--- src/rtl/soi_pkg.sv ---
// Shared types and constants for the SOI trace transmitter.
package soi_pkg;

    // Tracing FSM states.
    typedef enum logic [1:0] {
        ST_IDLE = 2'd0,
        ST_ARM  = 2'd1,
        ST_RUN  = 2'd2
    } trace_state_e;

    localparam int SOI_W_DEF  = 8;
    localparam int TS_W_DEF   = 16;
    localparam int DROP_CNT_W = 8;

    // Record layout at default widths: {soi, ts, ovf}.
    typedef struct packed {
        logic [SOI_W_DEF-1:0] soi;
        logic [TS_W_DEF-1:0]  ts;
        logic                 ovf;
    } soi_rec_t;

endpackage

--- src/rtl/soi_rec_fifo.sv ---
// First-word-fall-through record FIFO. A push into a full FIFO is accepted
// when a pop happens in the same cycle. rdata_o reads as zero while empty.
module soi_rec_fifo #(
    parameter  int DW    = 25,
    parameter  int DEPTH = 8,
    localparam int AW    = $clog2(DEPTH),
    localparam int LW    = AW + 1
) (
    input  logic          clk,
    input  logic          rst,
    input  logic          push_i,
    input  logic [DW-1:0] wdata_i,
    input  logic          pop_i,
    output logic [DW-1:0] rdata_o,
    output logic          accept_o,
    output logic          full_o,
    output logic          empty_o,
    output logic [LW-1:0] level_o
);

    logic [DW-1:0] mem_q [DEPTH];
    logic [AW-1:0] wr_q;
    logic [AW-1:0] rd_q;
    logic [LW-1:0] level_q;
    logic          do_push;
    logic          do_pop;

    // Derive full/empty and the effective push/pop for this cycle.
    always_comb begin
        full_o   = (level_q == LW'(DEPTH));
        empty_o  = (level_q == '0);
        do_pop   = pop_i && !empty_o;
        do_push  = push_i && (!full_o || do_pop);
        accept_o = do_push;
        level_o  = level_q;
        rdata_o  = empty_o ? '0 : mem_q[rd_q];
    end

    // Storage array; contents need no reset because empty masks the head.
    always_ff @(posedge clk) begin
        if (do_push) begin
            mem_q[wr_q] <= wdata_i;
        end
    end

    // Pointers and occupancy; power-of-two depth lets pointers wrap freely.
    always_ff @(posedge clk) begin
        if (rst) begin
            wr_q    <= '0;
            rd_q    <= '0;
            level_q <= '0;
        end else begin
            if (do_push) wr_q <= wr_q + 1'b1;
            if (do_pop)  rd_q <= rd_q + 1'b1;
            if (do_push && !do_pop)      level_q <= level_q + 1'b1;
            else if (do_pop && !do_push) level_q <= level_q - 1'b1;
        end
    end

endmodule

--- src/rtl/soi_trace_tx.sv ---
// SOI trace transmitter: records a baseline on arm, then every change or
// trigger of the observed vector with a timestamp, into a drainable FIFO.
// Host handshake: a record transfers on any rising edge where
// rec_valid_o && rec_ready_i; the head stays stable while valid && !ready.
module soi_trace_tx
    import soi_pkg::*;
#(
    parameter  int WIDTH = SOI_W_DEF,
    parameter  int DEPTH = 8,
    parameter  int TS_W  = TS_W_DEF,
    localparam int LW    = $clog2(DEPTH) + 1
) (
    input  logic                  clk,
    input  logic                  rst,
    input  logic                  enable,
    input  logic [WIDTH-1:0]      soi_i,
    input  logic                  trig_i,
    output logic                  rec_valid_o,
    input  logic                  rec_ready_i,
    output logic [WIDTH-1:0]      rec_soi_o,
    output logic [TS_W-1:0]       rec_ts_o,
    output logic                  rec_ovf_o,
    output logic [DROP_CNT_W-1:0] drop_cnt_o,
    output logic [LW-1:0]         level_o,
    output trace_state_e          state_o
);

    typedef struct packed {
        logic [WIDTH-1:0] soi;
        logic [TS_W-1:0]  ts;
        logic             ovf;
    } rec_t;

    trace_state_e          state_q, state_d;
    logic [TS_W-1:0]       ts_q, ts_d;
    logic [WIDTH-1:0]      last_q;
    logic                  pend_q;
    logic [DROP_CNT_W-1:0] drop_q;
    logic                  push;
    logic                  accept;
    logic                  full;
    logic                  empty;
    rec_t                  wr_rec;
    rec_t                  rd_rec;

    // Next state, push decision and timestamp next value.
    always_comb begin
        state_d = state_q;
        push    = 1'b0;
        ts_d    = ts_q;
        case (state_q)
            ST_IDLE: begin
                if (enable) begin
                    state_d = ST_ARM;
                    ts_d    = '0;
                end
            end
            ST_ARM: begin
                state_d = enable ? ST_RUN : ST_IDLE;
                push    = enable;
                ts_d    = ts_q + 1'b1;
            end
            ST_RUN: begin
                if (!enable) state_d = ST_IDLE;
                push = enable && ((soi_i != last_q) || trig_i);
                ts_d = ts_q + 1'b1;
            end
            default: state_d = ST_IDLE;
        endcase
    end

    // State, timestamp, last-sample, overflow flag and drop counter registers.
    always_ff @(posedge clk) begin
        if (rst) begin
            state_q <= ST_IDLE;
            ts_q    <= '0;
            last_q  <= '0;
            pend_q  <= 1'b0;
            drop_q  <= '0;
        end else begin
            state_q <= state_d;
            ts_q    <= ts_d;
            if (state_q != ST_IDLE) last_q <= soi_i;
            if (push && accept) begin
                pend_q <= 1'b0;
            end else if (push) begin
                pend_q <= 1'b1;
                if (drop_q != '1) drop_q <= drop_q + 1'b1;
            end
        end
    end

    // Record being offered to the FIFO this cycle.
    always_comb begin
        wr_rec     = '0;
        wr_rec.soi = soi_i;
        wr_rec.ts  = ts_q;
        wr_rec.ovf = pend_q;
    end

    soi_rec_fifo #(
        .DW    ($bits(rec_t)),
        .DEPTH (DEPTH)
    ) u_fifo (
        .clk      (clk),
        .rst      (rst),
        .push_i   (push),
        .wdata_i  (wr_rec),
        .pop_i    (rec_ready_i),
        .rdata_o  (rd_rec),
        .accept_o (accept),
        .full_o   (full),
        .empty_o  (empty),
        .level_o  (level_o)
    );

    // Output mapping from the FIFO head and status registers.
    always_comb begin
        rec_valid_o = !empty;
        rec_soi_o   = rd_rec.soi;
        rec_ts_o    = rd_rec.ts;
        rec_ovf_o   = rd_rec.ovf;
        drop_cnt_o  = drop_q;
        state_o     = state_q;
    end

endmodule

--- config.mk ---
export PLATFORM = sky130hd
export DESIGN_NAME = soi_trace_tx
export DESIGN_NICKNAME = d
export VERILOG_FILES = /design/src/rtl/soi_pkg.sv /design/src/rtl/soi_rec_fifo.sv /design/src/rtl/soi_trace_tx.sv
export SDC_FILE = /design/constraint.sdc
export NUM_CORES = 1
export LEC_CHECK = 0
export BUFFER_PORTS_ARGS = -buffer_cell sky130_fd_sc_hd__clkbuf_2
export CAP_MARGIN = 5
export CORE_AREA = 2 2 175 177
export CTS_BUF_LIST = sky130_fd_sc_hd__clkbuf_16
export CTS_CLUSTER_DIAMETER = 120
export DETAILED_ROUTE_END_ITERATION = 10
export DIE_AREA = 0 0 177 179
export PLACE_DENSITY_LB_ADDON = 0.05
export SYNTH_ARGS = -nofsm -noshare
export SYNTH_HDL_FRONTEND = slang
export SYNTH_HIERARCHICAL = 1
export SYNTH_SLANG_ARGS = --single-unit
export TNS_END_PERCENT = 50
--- constraint.sdc ---
create_clock -name clk -period 5.46 [get_ports clk]
set_input_delay 0.273 -clock clk [delete_from_list [all_inputs] [get_ports clk]]
set_output_delay 0.273 -clock clk [all_outputs]
set_load 0.005 [all_outputs]
Word-level counts from Yosys, hierarchy flattened
Memories as Yosys holds them, arrays and structs flattened. A register that Yosys moved wholly into a read port is not among the register bits.
Cells that the tools add are included.

storage, ports and cells
  flip-flop bits (word level) = 45
  memory bits (writable) = 200
  input bits = 13
  output and inout bits = 40
  logic and storage cells = 59
  memories = 1

memory list
  name          depth  bits a word  rd ports  clocked after memory_dff  wr ports  RTL line            source
  u_fifo.mem_q  8      25           1         1                         1         soi_rec_fifo.sv:21  logic [DW-1:0] mem_q [DEPTH];

operators by class
  add/sub/neg operators = 6
  equality and inequality tests = 7
  muxes and demuxes = 14
  bitwise logic cells = 1
  reductions and logical operators = 22

operators by type and width
  operator                                              number
  one-hot mux 16 bit (2 select lines)                   1
  2-to-1 mux 25 bit                                     1
  adder 16 x 1 -> 16 bit (second input constant)        1
  2-to-1 mux 16 bit                                     1
  adder 8 x 1 -> 8 bit (second input constant)          1
  2-to-1 mux 4 bit                                      2
  inequality test 8 bit                                 1
  inequality test 8 bit (second input constant)         1
  adder 3 x 1 -> 3 bit (second input constant)          2
  logical AND 1 bit                                     6
  2-to-1 mux 2 bit                                      3
  2-to-1 mux 3 bit                                      2
  one-hot mux 2 bit (3 select lines)                    1
  nonzero test 2 bit                                    3
  adder 4 x 1 -> 4 bit (second input constant)          1
  equality test 4 bit (second input constant)           1
  zero test 1 bit                                       4
  zero test 4 bit                                       1
  inequality test 2 bit (second input constant)         2
  AND reduction 2 bit                                   2
  OR reduction 2 bit                                    2
  subtractor 4 x 1 -> 4 bit (second input constant)     1
  AND reduction 3 bit                                   1
  equality test 2 x 1 -> 1 bit (second input constant)  1
  6 further kinds                                       8

Longest topological paths before layout
Gate-level depths: netlist of run 1.

  word-level depth = 9
  depth in mapped cells = 15
  mapped depth without buffers = 15

Cells and area by module
The synthesis of run 1 kept the hierarchy.

modules (own cells, without submodules)
  module        instances  cells each  area an instance (um2)  seq. area each (um2)
  soi_rec_fifo  1          389         8241.7                  6266.0
  soi_trace_tx  1          205         1815.5                  700.7

Worst setup path before layout of run 1
Ideal clock, no wire load.

  path kind = reg2reg
  start point = register state_q[0], in the netlist state_o[0]
  end point = memory u_fifo.mem_q[0][0], enable pin
  arrival time = 3.873 ns
  data required time = 4.990 ns
  setup slack = 1.117 ns
  cell stages (with the launch flop) = 8
  clock period less this slack = 4.343 ns
  cells stage by stage = dfxtp_1 > inv_1 > ha_1 > buf_2 > o211ai_2 > nor2_1 > o21ai_4 > nor4_1

between the ends
  word-level cells in the longest chain between the ends = 5
  elaborated cells between the ends (all ways) = 6
  classes of those cells = eq/ne (2); mux (3); reduce/logical (1)

ends and longest elaborated chain
  element                                                                     RTL line            source
  start: declaration                                                          soi_trace_tx.sv:34  trace_state_e state_q, state_d;
  start signal: assignment                                                    soi_trace_tx.sv:81  state_q <= state_d;
  equality test 2 bit / equality test 2 x 1 -> 1 bit (equally long branches)  soi_trace_tx.sv:51  case (state_q)
  one-hot mux 1 bit (2 select lines) *                                        soi_trace_tx.sv:51
  via push                                                                    soi_trace_tx.sv:39  logic push;
  logical AND 1 bit *                                                         soi_rec_fifo.sv:33  do_push = push_i && (!full_o || do_pop);
  2-to-1 mux 1 bit *                                                          soi_rec_fifo.sv:41  if (do_push) begin
  2-to-1 mux 1 bit (implied by the code) *                                    soi_rec_fifo.sv:42  mem_q[wr_q] <= wdata_i;
  end: declaration                                                            soi_rec_fifo.sv:21

The timed path passes the listed nets; every way through them passes the cells marked *.

Final worst setup path of run 1
  start point = register state_q[0], in the netlist state_o[0]
  end point = register u_fifo.level_q[3], in the netlist u_fifo/level_o[3]

between the ends
  word-level cells in the longest chain between the ends = 6
  elaborated cells between the ends (all ways) = 9
  classes of those cells = eq/ne (2); mux (2); reduce/logical (5)

ends and longest elaborated chain
  element                                                                     RTL line            source
  equality test 2 bit / equality test 2 x 1 -> 1 bit (equally long branches)  soi_trace_tx.sv:51
  one-hot mux 1 bit (2 select lines) *                                        soi_trace_tx.sv:51
  via push                                                                    soi_trace_tx.sv:39
  logical AND 1 bit *                                                         soi_rec_fifo.sv:33
  via accept                                                                  soi_trace_tx.sv:40  logic accept;
  zero test 1 bit                                                             soi_rec_fifo.sv:56  else if (do_pop && !do_push) level_q <= level_q - 1'b1;
  logical AND 1 bit                                                           soi_rec_fifo.sv:56
  nonzero test 2 bit (no line)                                                -
  end signal: assignment                                                      soi_rec_fifo.sv:55  if (do_push && !do_pop) level_q <= level_q + 1'b1;
  end signal: assignment                                                      soi_rec_fifo.sv:56
  end: declaration                                                            soi_rec_fifo.sv:24  logic [LW-1:0] level_q;

Marks and branches as above.
A chain may end at the register's enable or synchronous reset.

==> metrics.md, run 1 <==
| Metric | Value |
|---|---|
| Run status | complete, no violations |
| Placeable Area | 30000 sq um |
| Synth-to-layout area growth | 17.7% |
| Critical Path RT | between 5000 and 6000 ps |
| Grt met2 use | 24.7% |
| Setup Skew | a little over 10 ps |
| Fin nets | 684 |
| Maximum VDD drop | 376 uV |
| Final hold slack | 92.3 ps |
| Post-CTS setup buffers | 0 |
| Pleak | about 3.8 nW |
| Cells after Synth | 593 |
| Clock H-tree levels | 1 |
| Slew HR | 29.9% |
| DR WL/cell | between 20 and 25 microns |
| Max_cap viols | 0 |
| CP max FO | 9 |
| Number of port buffers | 52 |
| DR pass1 iterations | 4 |
| Minimum clock period after layout | 3440 ps |
| Critical Path Source Type | register |
| Unrepaired setup endpoints after global routing | false |
| Hold Fails Final Rpt | 0 |
| Total Wirelength | approximately 22000 microns |
| Placed instance count | 1026 |
| Met1 Usage GRT | 19.0% |
| YS warnings | 6 |
| CTS Buffer Depth | 3 |
| Remaining antenna violation count | 0 |
| Iter 0 DRT Violations | 297 |
| Final TNS setup | 0 ps |
| CTS Buf Count | 28 |
| Largest net degree at the start of global routing | just over 50 |
| Synthesized net count | slightly above 600 |
| Die Wd | 177 microns |
| Worst setup path class | register to register |
| Antenna diode instance count | 0 |
| Hold/Removal Path Class | input port to register |
| Pre-CTS setup slack | roughly 2000 ps |
| Final Slew Violations | 0 |
| Vias in the first global route | about 5600 |
| Die area | 31700 sq um |
| Post-CTS Resized | 0 |
| Starting Density | 33.5% |
| Antenna violations before repair | 0 |
| Final Cycle Share | between 60% and 70% |
| Finished Layout Cells | 1078 |
| Post-DP Area | 10900 sq um |
| Setup ws final | 2020 ps |
| Syn_area_per_cell | 17.0 sq um |
| Global placement routability congestion | 0.702 |
| CTS Hold Bufs | 0 |
| Total power per unit cell area | 418 nW/um^2 |
| GRT Overall Usage | 14.4% |
| Worst-Margin Slew | around 1000 ps |
| Global route overflow | 0 |
| Cell area after synthesis | roughly 10000 sq um |
| CTS clock-pin slew for the worst setup and hold paths | 60 ps |
| First-pass GRT wire length | 33600 microns |
| I/O pins | 53 |
| # DRC | 0 |
| Post-DP HPWL | 12600 microns |
| Design area | 11800 sq um |
| CTS sink cnt | 248 |
| Setup violators final | 0 |
| Share of layout cells above drive strength 1 | between 20% and 30% |
| Worst EP arrival | 3860 ps |
| Vias per inst | 4.90 |
| Met3 usage | 2.27% |
| CTS tree | done |
| Clock root cell | clkbuf_16 |
| Top Usage Layer GRT | met2 |
| Crit end category | register |
| Rows | 64 |
| Fmax | 291 MHz |
| Vias | about 5300 |
| Die Ht | 179 microns |
| Clock latency on the worst-skew pair | 530 ps |
## registers in the layout, indices dropped and copies added (netlist names), named ones only
name,count
ts_q,16
drop_cnt_o,8
u_fifo/wr_q,3
u_fifo/rd_q,3
u_fifo/mem_q,200
pend_q,1
state_o,2
last_q,8
u_fifo/level_o,4
## per-layer routing
metal	vias up	wire [microns]
li1	2434	-
met2	103	10800
met4	0	400
met3	33	779
met1	2710	9970
met5	-	0
## cell usage in the layout (no fill, tap or decap), types with 6 or more instances in the layout
cell	n
o21ai_0	9
ha_1	10
xnor2_1	15
mux2i_1	37
nand2_1	13
mux4_2	50
edfxtp_1	200
bufinv_16	6
nor2b_1	7
clkbuf_2	52
nand3_1	11
buf_4	9
or3_1	6
a21oi_1	15
dfxtp_1	45
clkbuf_16	29
nor2_1	67
inv_1	16
xor2_1	9
## through the flow
step / total power [mW] / utilization (%)
2_1_floorplan: 2.73 / -
3_3_place_gp: 3.06 / 36.1
3_5_place_dp: 3.07 / 36.1
4_1_cts: 5.05 / 39.4
5_1_grt: 5.19 / 39.4
6_report: 4.95 / 39.4
## layout make-up
cell class / instances / area, sq um
clock inverter: 23 / 259
fill: 2780 / 18200
timing repair buffer: 64 / 388
multi-input combinational: 308 / 2950
tap: 396 / 495
sequential: 248 / 6980
clock buffer: 29 / 726
inverter: 10 / 40.0
## power breakdown
group          internal, mW  switching, mW  total (mW)
clock                  1.24          0.721        1.96
combinational         0.401          0.407       0.809
sequential             2.06          0.119        2.18
## critical path: stages (launching register included)
cell and delay (ps):
dfxtp_1 380, inv_1 90, ha_1 470, o211ai_2 250, nor2_1 370, o21ai_4 180
inv_4 150, ha_1 180, inv_1 90, ha_1 330, a21oi_1 190, a211oi_1 100
a31oi_1 180, mux2_2 350
## final timing paths
check                             startpoint                        endpoint  slack, ps  depth (start not counted)
setup reg to reg     state_o[0]$_SDFFE_PP0P_  u_fifo/level_o[3]$_SDFFE_PP0P_       2020                         13
hold reg to reg   drop_cnt_o[1]$_SDFFE_PP0P_      drop_cnt_o[1]$_SDFFE_PP0P_        510                          2
hold / removal                      soi_i[2]   u_fifo/mem_q[0][19]$_DFFE_PP_         90                          1
setup / recovery     state_o[0]$_SDFFE_PP0P_  u_fifo/level_o[3]$_SDFFE_PP0P_       2020                         13
Note: power is estimated with default switching activity, not from simulation.
==> run 2, diff against run 1 <==
==> constraint.sdc (replaced) <==
create_clock -name clk -period 2.8 [get_ports clk]
set_input_delay 0.14 -clock clk [delete_from_list [all_inputs] [get_ports clk]]
set_output_delay 0.14 -clock clk [all_outputs]
set_load 0.005 [all_outputs]
==> run 2 against run 1 <==
Sequential power rose by 90%. Sequential cell count did not move. Clock-buffer cell count did not move. Total power rose by 87%. Hold slack improved by 32 ps. Routed wire length fell by 1.1%. Global-route usage fell by 0.072 points. Largest power group unchanged. First-iteration DRC count rose by 9.1%. Critical endpoint unchanged. Clock skew fell by 0.66 ps. Final cell count rose by 4.3%.
==> metrics.md, run 2 (synthesized netlist as in run 1, its figures left out) <==
| Metric | Value |
|---|---|
| Starting Density | 33.5% (unchanged) |
| Maximum VDD drop | 430 uV (+14%) |
| Most frequent cells in the layout | 200 x edfxtp_1, 66 x nor2_1, 52 x clkbuf_2, 50 x mux4_2, 43 x dfxtp_1 |
| Biggest register | u_fifo/mem_q |
| Hold Fails Final Rpt | 0 (unchanged) |
| Total power per unit cell area | 755 nW/um^2 (+81%) |
| Unrepaired setup endpoints after global routing | false |
| Fin nets | 730 (+6.7%) |
| Max_cap viols | 0 (unchanged) |
| Vias | 5500 (+4.2%) |
| Slew HR | 45.7% (+16 points) |
| Clock root cell | clkbuf_16 |
| CTS sink cnt | 248 (unchanged) |
| DR WL/cell | 19.4 microns (-5.1%) |
| Total Wirelength | 21800 microns (-1.1%) |
| Setup Skew | 9.71 ps (-0.657 ps) |
| Core Util, Final | 40.8% (+1.4 points) |
| Worst-Margin Slew | 815 ps (-231 ps) |
| Design area | 12300 sq um (+3.6%) |
| I/O pins | 53 (unchanged) |
| Hold/Removal Path Class | input port to register |
| Minimum clock period after layout | 2670 ps (-772 ps) |
| Largest net degree at the start of global routing | 40 (-22%) |
| Post-DP Area | 11200 sq um (+3.2%) |
| Clock latency on the worst-skew pair | 530 ps (about the same) |
| Clock H-tree levels | 1 (unchanged) |
| CP max FO | 3 (-6) |
| Largest registers | u_fifo/mem_q (200), ts_q (16) |
| # DRC | 0 (unchanged) |
| DR pass1 iterations | 4 (unchanged) |
| Rows | 64 (unchanged) |
| Die area | 31700 sq um (unchanged) |
| GRT Overall Usage | 14.3% (-0.072 points) |
| First-pass GRT wire length | 34000 microns (+1.1%) |
| CTS Buffer Depth | 3 (unchanged) |
| Placed instance count | 1058 (+3.1%) |
| Worst setup path class | register to register |
| Worst EP arrival | 3090 ps (-770 ps) |
| Die Ht | 179 microns (unchanged) |
| Global placement routability congestion | 0.766 (+9.2%) |
| Antenna violations before repair | 0 (unchanged) |
| Setup violators final | 0 (unchanged) |
| Run status | complete, no violations |
| Final Cycle Share | 95.3% (+32 points) |
| CTS Buf Count | 29 (+3.6%) |
| Synth-to-layout area growth | 21.9% |
| Finished Layout Cells | 1124 (+4.3%) |
| Number of port buffers | 52 (unchanged) |
| CTS tree | done |
| Global route overflow | 0 (unchanged) |
| Final Slew Violations | 0 (unchanged) |
| Most common cell after layout, fill and taps aside | edfxtp_1 |
| Crit end category | register |
| R2r startpoint | state_o[1]$_SDFFE_PP0P_ |
| Vias per inst | 4.89 (about the same) |
| Die Wd | 177 microns (unchanged) |
| Pleak | 4.01 nW (+5.0%) |
| Placeable Area | 30000 sq um (unchanged) |
| Final TNS setup | 0 ps (unchanged) |
| Fmax | 375 MHz (+29%) |
| Iter 0 DRT Violations | 324 (+9.1%) |
| Final hold slack | 124 ps (+31.8 ps) |
| Share of layout cells above drive strength 1 | 32.1% (+4.9 points) |
| Vias in the first global route | 5874 (+5.7%) |
| Critical path startpoint | state_o[1]$_SDFFE_PP0P_ |
| Hold Crit Start | rec_ready_i |
| Post-DP HPWL | 13400 microns (+6.6%) |
| Remaining antenna violation count | 0 (unchanged) |
| Antenna diode instance count | 0 (unchanged) |
| Layout fillers | 2750 (-1.1%) |
| Critical Path Source Type | register |
| Critical Path RT | 3220 ps (-2660 ps) |
| Number of flip-flops in the largest register | 200 (unchanged) |
| CTS clock-pin slew for the worst setup and hold paths | 60 ps (about the same) |
run 2: final cells by class:
cell class	instances	area, sq um	share of cell area (%)
Sequential cell	248	6980	56.9
Multi-Input combinational cell	308	3090	25.2
Timing Repair Buffer	109	827	6.75
Clock buffer	29	726	5.92
Tap cell	396	495	4.04
Clock inverter	24	108	0.878
Inverter	10	40.0	0.327
run 2: repair_timing:
| item | 4_1_cts | 5_1_grt |
|---|---|---|
| gates resized for setup | 4 | 16 |
| hold buffers | 9 | 0 |
| endpoints found under the setup margin | 1 | 1 |
| endpoints found under the hold margin | 64 | 0 |
| pin swaps | 1 | 4 |
| setup buffers | 1 | 3 |
run 2: worst paths after layout:
| check | cells past startpoint | end | slack [ps] |
|---|---|---|---|
| worst max-delay path | 16 | u_fifo/level_o[3]$_SDFFE_PP0P_ | 130 |
| worst min-delay path | 4 | u_fifo/rd_q[2]$_SDFFE_PP0N_ | 120 |
| worst max register to register | 16 | u_fifo/level_o[3]$_SDFFE_PP0P_ | 130 |
| worst min register to register | 1 | drop_cnt_o[6]$_SDFFE_PP0P_ | 500 |
run 2: power breakdown:
part	internal, mW	switching (mW)
Sequential	4.03	0.128
Combinational	0.921	0.903
Clock	1.86	1.42
run 2: layer usage:
layer,part of all wire (%),wire [microns],GRT usage (%)
met1,42,9230,18.3
met2,51,11200,25.2
met3,3.8,816,2.18
met4,2.4,527,4.03
met5,0,0,0
run 2: critical path: stages (launching register included):
cell and delay (ps):
dfxtp_2 330, inv_2 60, ha_4 170, a21oi_2 130, nand2_2 90, nor3_4 210, nor2_2 60, buf_4 150
o21ai_4 70, inv_4 60, ha_4 160, inv_2 70, ha_4 220, a21oi_4 150, a211oi_1 80, a31oi_1 190
mux2_2 360
run 2: per-stage QoR:
stage | setup WS (ps) | total power [mW]
after floorplan | -392 | 5.32
after global placement | 55.9 | 6.02
after detailed placement | -25.3 | 6.04
after CTS | 2.23 | 9.38
after global routing | 0.636 | 9.75
final | 130 | 9.26
==> run 3, diff against run 2 <==
--- a/config.mk
+++ b/config.mk
@@ -7,14 +7,13 @@
 export LEC_CHECK = 0
 export BUFFER_PORTS_ARGS = -buffer_cell sky130_fd_sc_hd__clkbuf_2
 export CAP_MARGIN = 5
-export CORE_AREA = 2 2 175 177
+export CORE_AREA = 2 2 176 178
 export CTS_BUF_LIST = sky130_fd_sc_hd__clkbuf_16
 export CTS_CLUSTER_DIAMETER = 120
 export DETAILED_ROUTE_END_ITERATION = 10
-export DIE_AREA = 0 0 177 179
+export DIE_AREA = 0 0 178 180
 export PLACE_DENSITY_LB_ADDON = 0.05
 export SYNTH_ARGS = -nofsm -noshare
 export SYNTH_HDL_FRONTEND = slang
-export SYNTH_HIERARCHICAL = 1
 export SYNTH_SLANG_ARGS = --single-unit
 export TNS_END_PERCENT = 50
==> run 3 against run 2 <==
Clock power shrank 4%. Routed wire length grew 0.61%. Hold slack lost 100 ps. Non-clock buffer count shrank 17. Die area grew 1.1%. Synthesized cell count grew 1.3%. Critical endpoint is now u_fifo.level_o[3]$_SDFFE_PP0P_. Largest power group unchanged.
==> metrics.md, run 3 <==
| Metric | Value |
|---|---|
| Run status | complete, no violations |
| Placed instance count | 1051 (-0.66%) |
| Post-DP Area | 11100 sq um (-1.3%) |
| Number of port buffers | 52 (unchanged) |
| Post-synthesis mux area share | 15.8% |
| Final TNS setup | 0 ps (unchanged) |
| Ys flop type | edfxtp_1 |
| Number of flip-flops in the largest register | 200 (unchanged) |
| XOR/XNOR Fraction of Synth Area | 1.99% |
| Slew HR | 32.4% (-13 points) |
| Design area | 12000 sq um (-2.3%) |
| Antenna diode instance count | 0 (unchanged) |
| Biggest register | u_fifo.mem_q |
| Setup Skew | 8.89 ps (-0.827 ps) |
| Die Wd | 178 microns (+0.56%) |
| I/O pins | 53 (unchanged) |
| Total power per unit cell area | 759 nW/um^2 (+0.49%) |
| Rows | 64 (unchanged) |
| Cell area after synthesis | 10100 sq um (+0.70%) |
| YS warnings | 0 (-6) |
| Minimum clock period after layout | 2670 ps (+0.0160 ps) |
| Worst setup path class | register to register |
| Share of layout cells above drive strength 1 | 27.6% (-4.5 points) |
| Largest cells by area after synthesis | edfxtp_1 59%, mux4_2 11%, dfxtp_1 9.5% |
| Remaining antenna violation count | 0 (unchanged) |
| Final Slew Violations | 0 (unchanged) |
| CTS clock-pin slew for the worst setup and hold paths | 60 ps (about the same) |
| Top-count cell post-synth | edfxtp_1 |
| Vias in the first global route | 5828 (-0.78%) |
| Global route overflow | 0 (unchanged) |
| Pleak | 4.06 nW (+1.2%) |
| Register bit total from synthesis | 248 |
| Metal2 WL | 10900 microns (-2.8%) |
| Crit end category | register |
| Most frequent cells in the layout | 200 x edfxtp_1, 61 x nor2_1, 52 x clkbuf_2, 50 x mux4_2, 42 x dfxtp_1 |
| Met1 wire length | 9790 microns (+6.0%) |
| Final Cycle Share | 95.3% (about the same) |
| Setup violators final | 0 (unchanged) |
| Die Ht | 180 microns (+0.56%) |
| Synth Area in Adders | 1.43% |
| Starting Density | 33.5% (+0.054 points) |
| Hold/Removal Path Class | input port to register |
| Antenna violations before repair | 0 (unchanged) |
| # DRC | 0 (unchanged) |
| Finished Layout Cells | 1105 (-1.7%) |
| Clock root cell | clkbuf_16 |
| Top-area cell type share of the netlist area | 59.3% |
| Top sig layer | met4 |
| Synthesized net count | 625 (+1.3%) |
| Largest net degree at the start of global routing | 51 (+28%) |
| Post-synthesis compound-gate area fraction | 2.57% |
| First-pass GRT wire length | 34100 microns (+0.24%) |
| FFs w/ async S/R, synth | 0% |
| Fmax | 375 MHz (about the same) |
| Maximum VDD drop | 502 uV (+17%) |
| Top post-synthesis cells by count | 200 x edfxtp_1, 61 x nor2_1, 50 x mux4_2 |
| Worst EP arrival | 3120 ps (+30 ps) |
| DR WL met3 | 885 microns (+8.5%) |
| Largest area contributor in the netlist | edfxtp_1 |
| CTS Buffer Depth | 3 (unchanged) |
| Clock H-tree levels | 1 (unchanged) |
| Post-DP HPWL | 12900 microns (-3.6%) |
| Syn_area_per_cell | 16.8 sq um (-0.64%) |
| CTS sink cnt | 248 (unchanged) |
| Post-synth cell types | 53 |
| Vias | 5468 (-0.58%) |
| Critical Path Source Type | register |
| Sequential element share of the synthesized area | 68.8% |
| CP max FO | 4 (+1) |
| Max_cap viols | 0 (unchanged) |
| DR WL/cell | 19.8 microns (+2.3%) |
| Final hold slack | 22.8 ps (-101 ps) |
| CTS tree | done |
| Largest family of logic cells by synthesized area | multiplexers |
| Synth-to-layout area growth | 18.4% |
| Cells after Synth | 601 (+1.3%) |
| DR pass1 iterations | 4 (unchanged) |
| Post-synthesis simple-gate area fraction | 7.91% |
| Most common cell after layout, fill and taps aside | edfxtp_1 |
| GRT Overall Usage | 14.0% (-0.32 points) |
| Critical Path RT | 3250 ps (+30 ps) |
| Iter 0 DRT Violations | 313 (-3.4%) |
| Vias per inst | 4.95 (+1.1%) |
| Worst-Margin Slew | 1010 ps (+199 ps) |
| Total Wirelength | 21900 microns (+0.61%) |
| Hold Fails Final Rpt | 0 (unchanged) |
| Post-synth EDFFs | 200 |
| Global placement routability congestion | 0.771 (+0.69%) |
| Fin nets | 718 (-1.6%) |
| Die area | 32000 sq um (+1.1%) |
| Clock latency on the worst-skew pair | 520 ps (about the same) |
| Largest registers | u_fifo.mem_q (200), ts_q (16) |
| Placeable Area | 30200 sq um (+0.53%) |
| CTS Buf Count | 27 (-6.9%) |
## run 3: cell types whose count changed in the layout (fill, tap and decap cells not counted), sizes merged, moves of 4 or more
cell	before	now
buf	48	31
inv	21	12
nor2	70	61
nor2b	7	12
nor3	9	4
mux2	5	9
## run 3: final timing paths
check	slack (ps)	end	depth (start not counted)	startpoint
worst min-delay path	20	u_fifo.mem_q[3][18]$_DFFE_PP_	2	soi_i[1]
worst min register to register	480	register	2	u_fifo.rd_q[1]$_SDFFE_PP0P_
worst max register to register	130	u_fifo.level_o[3]$_SDFFE_PP0P_	12	state_o[1]$_SDFFE_PP0P_
worst max-delay path	130	u_fifo.level_o[3]$_SDFFE_PP0P_	12	state_o[1]$_SDFFE_PP0P_
## run 3: power breakdown
part	leakage [nW]	internal [mW]	switching, mW
combinational	1.39	0.854	0.891
clock	0.405	1.82	1.34
sequential	2.27	4.02	0.162
total	4.06	6.70	2.40
## run 3: stage by stage
stage | util, % | power (mW) | setup WS, ps
floorplan | - | 5.32 | -7.09
global route | 39.7 | 9.58 | -36.9
global placement | 36.6 | 6.01 | 93.9
finish | 39.7 | 9.09 | 130
CTS | 39.5 | 9.25 | 3.94
detailed placement | 36.6 | 6.04 | 34.6
## run 3: critical path, cell delays in order, from the launching register on
cell	delay [ps]
dfxtp_4	350
inv_1	80
ha_4	280
o211ai_2	90
a211oi_2	290
ha_2	240
inv_1	80
ha_1	270
a21o_2	220
a21oi_2	150
xnor2_1	100
or3_1	340
a21oi_2	120
## run 3: repair_timing
item | 4_1_cts | 5_1_grt
hold buffers | 9 | 0
endpoints found under the setup margin | 0 | 1
endpoints found under the hold margin | 53 | 0
resized for setup | 0 | 13
setup buffers | 0 | 1
## run 3: layer usage
metal / up-vias / track usage (%)
met2: 101 / 23.6
li1: 2515 / -
met4: 0 / 3.38
met5: - / 0
met1: 2822 / 18.7
met3: 30 / 2.41
## run 3: kinds of logic after synthesis
group	count (synthesis)
multiplexers	96
buffers and inverters	35
XOR/XNOR	23
AO/OA/AOI/OAI	40
adder cells (fa/ha/maj)	11
flip-flops	248
AND/OR/NAND/NOR	148
## run 3: area by class of cell
type,count,area (sq um)
fillers,2795,18200
flip-flops and latches,248,6980
multi-input cells,318,3070
clock buffers,27,676
repair buffers,92,633
well taps,396,495
clock inverters,17,101
inverters,7,26.3
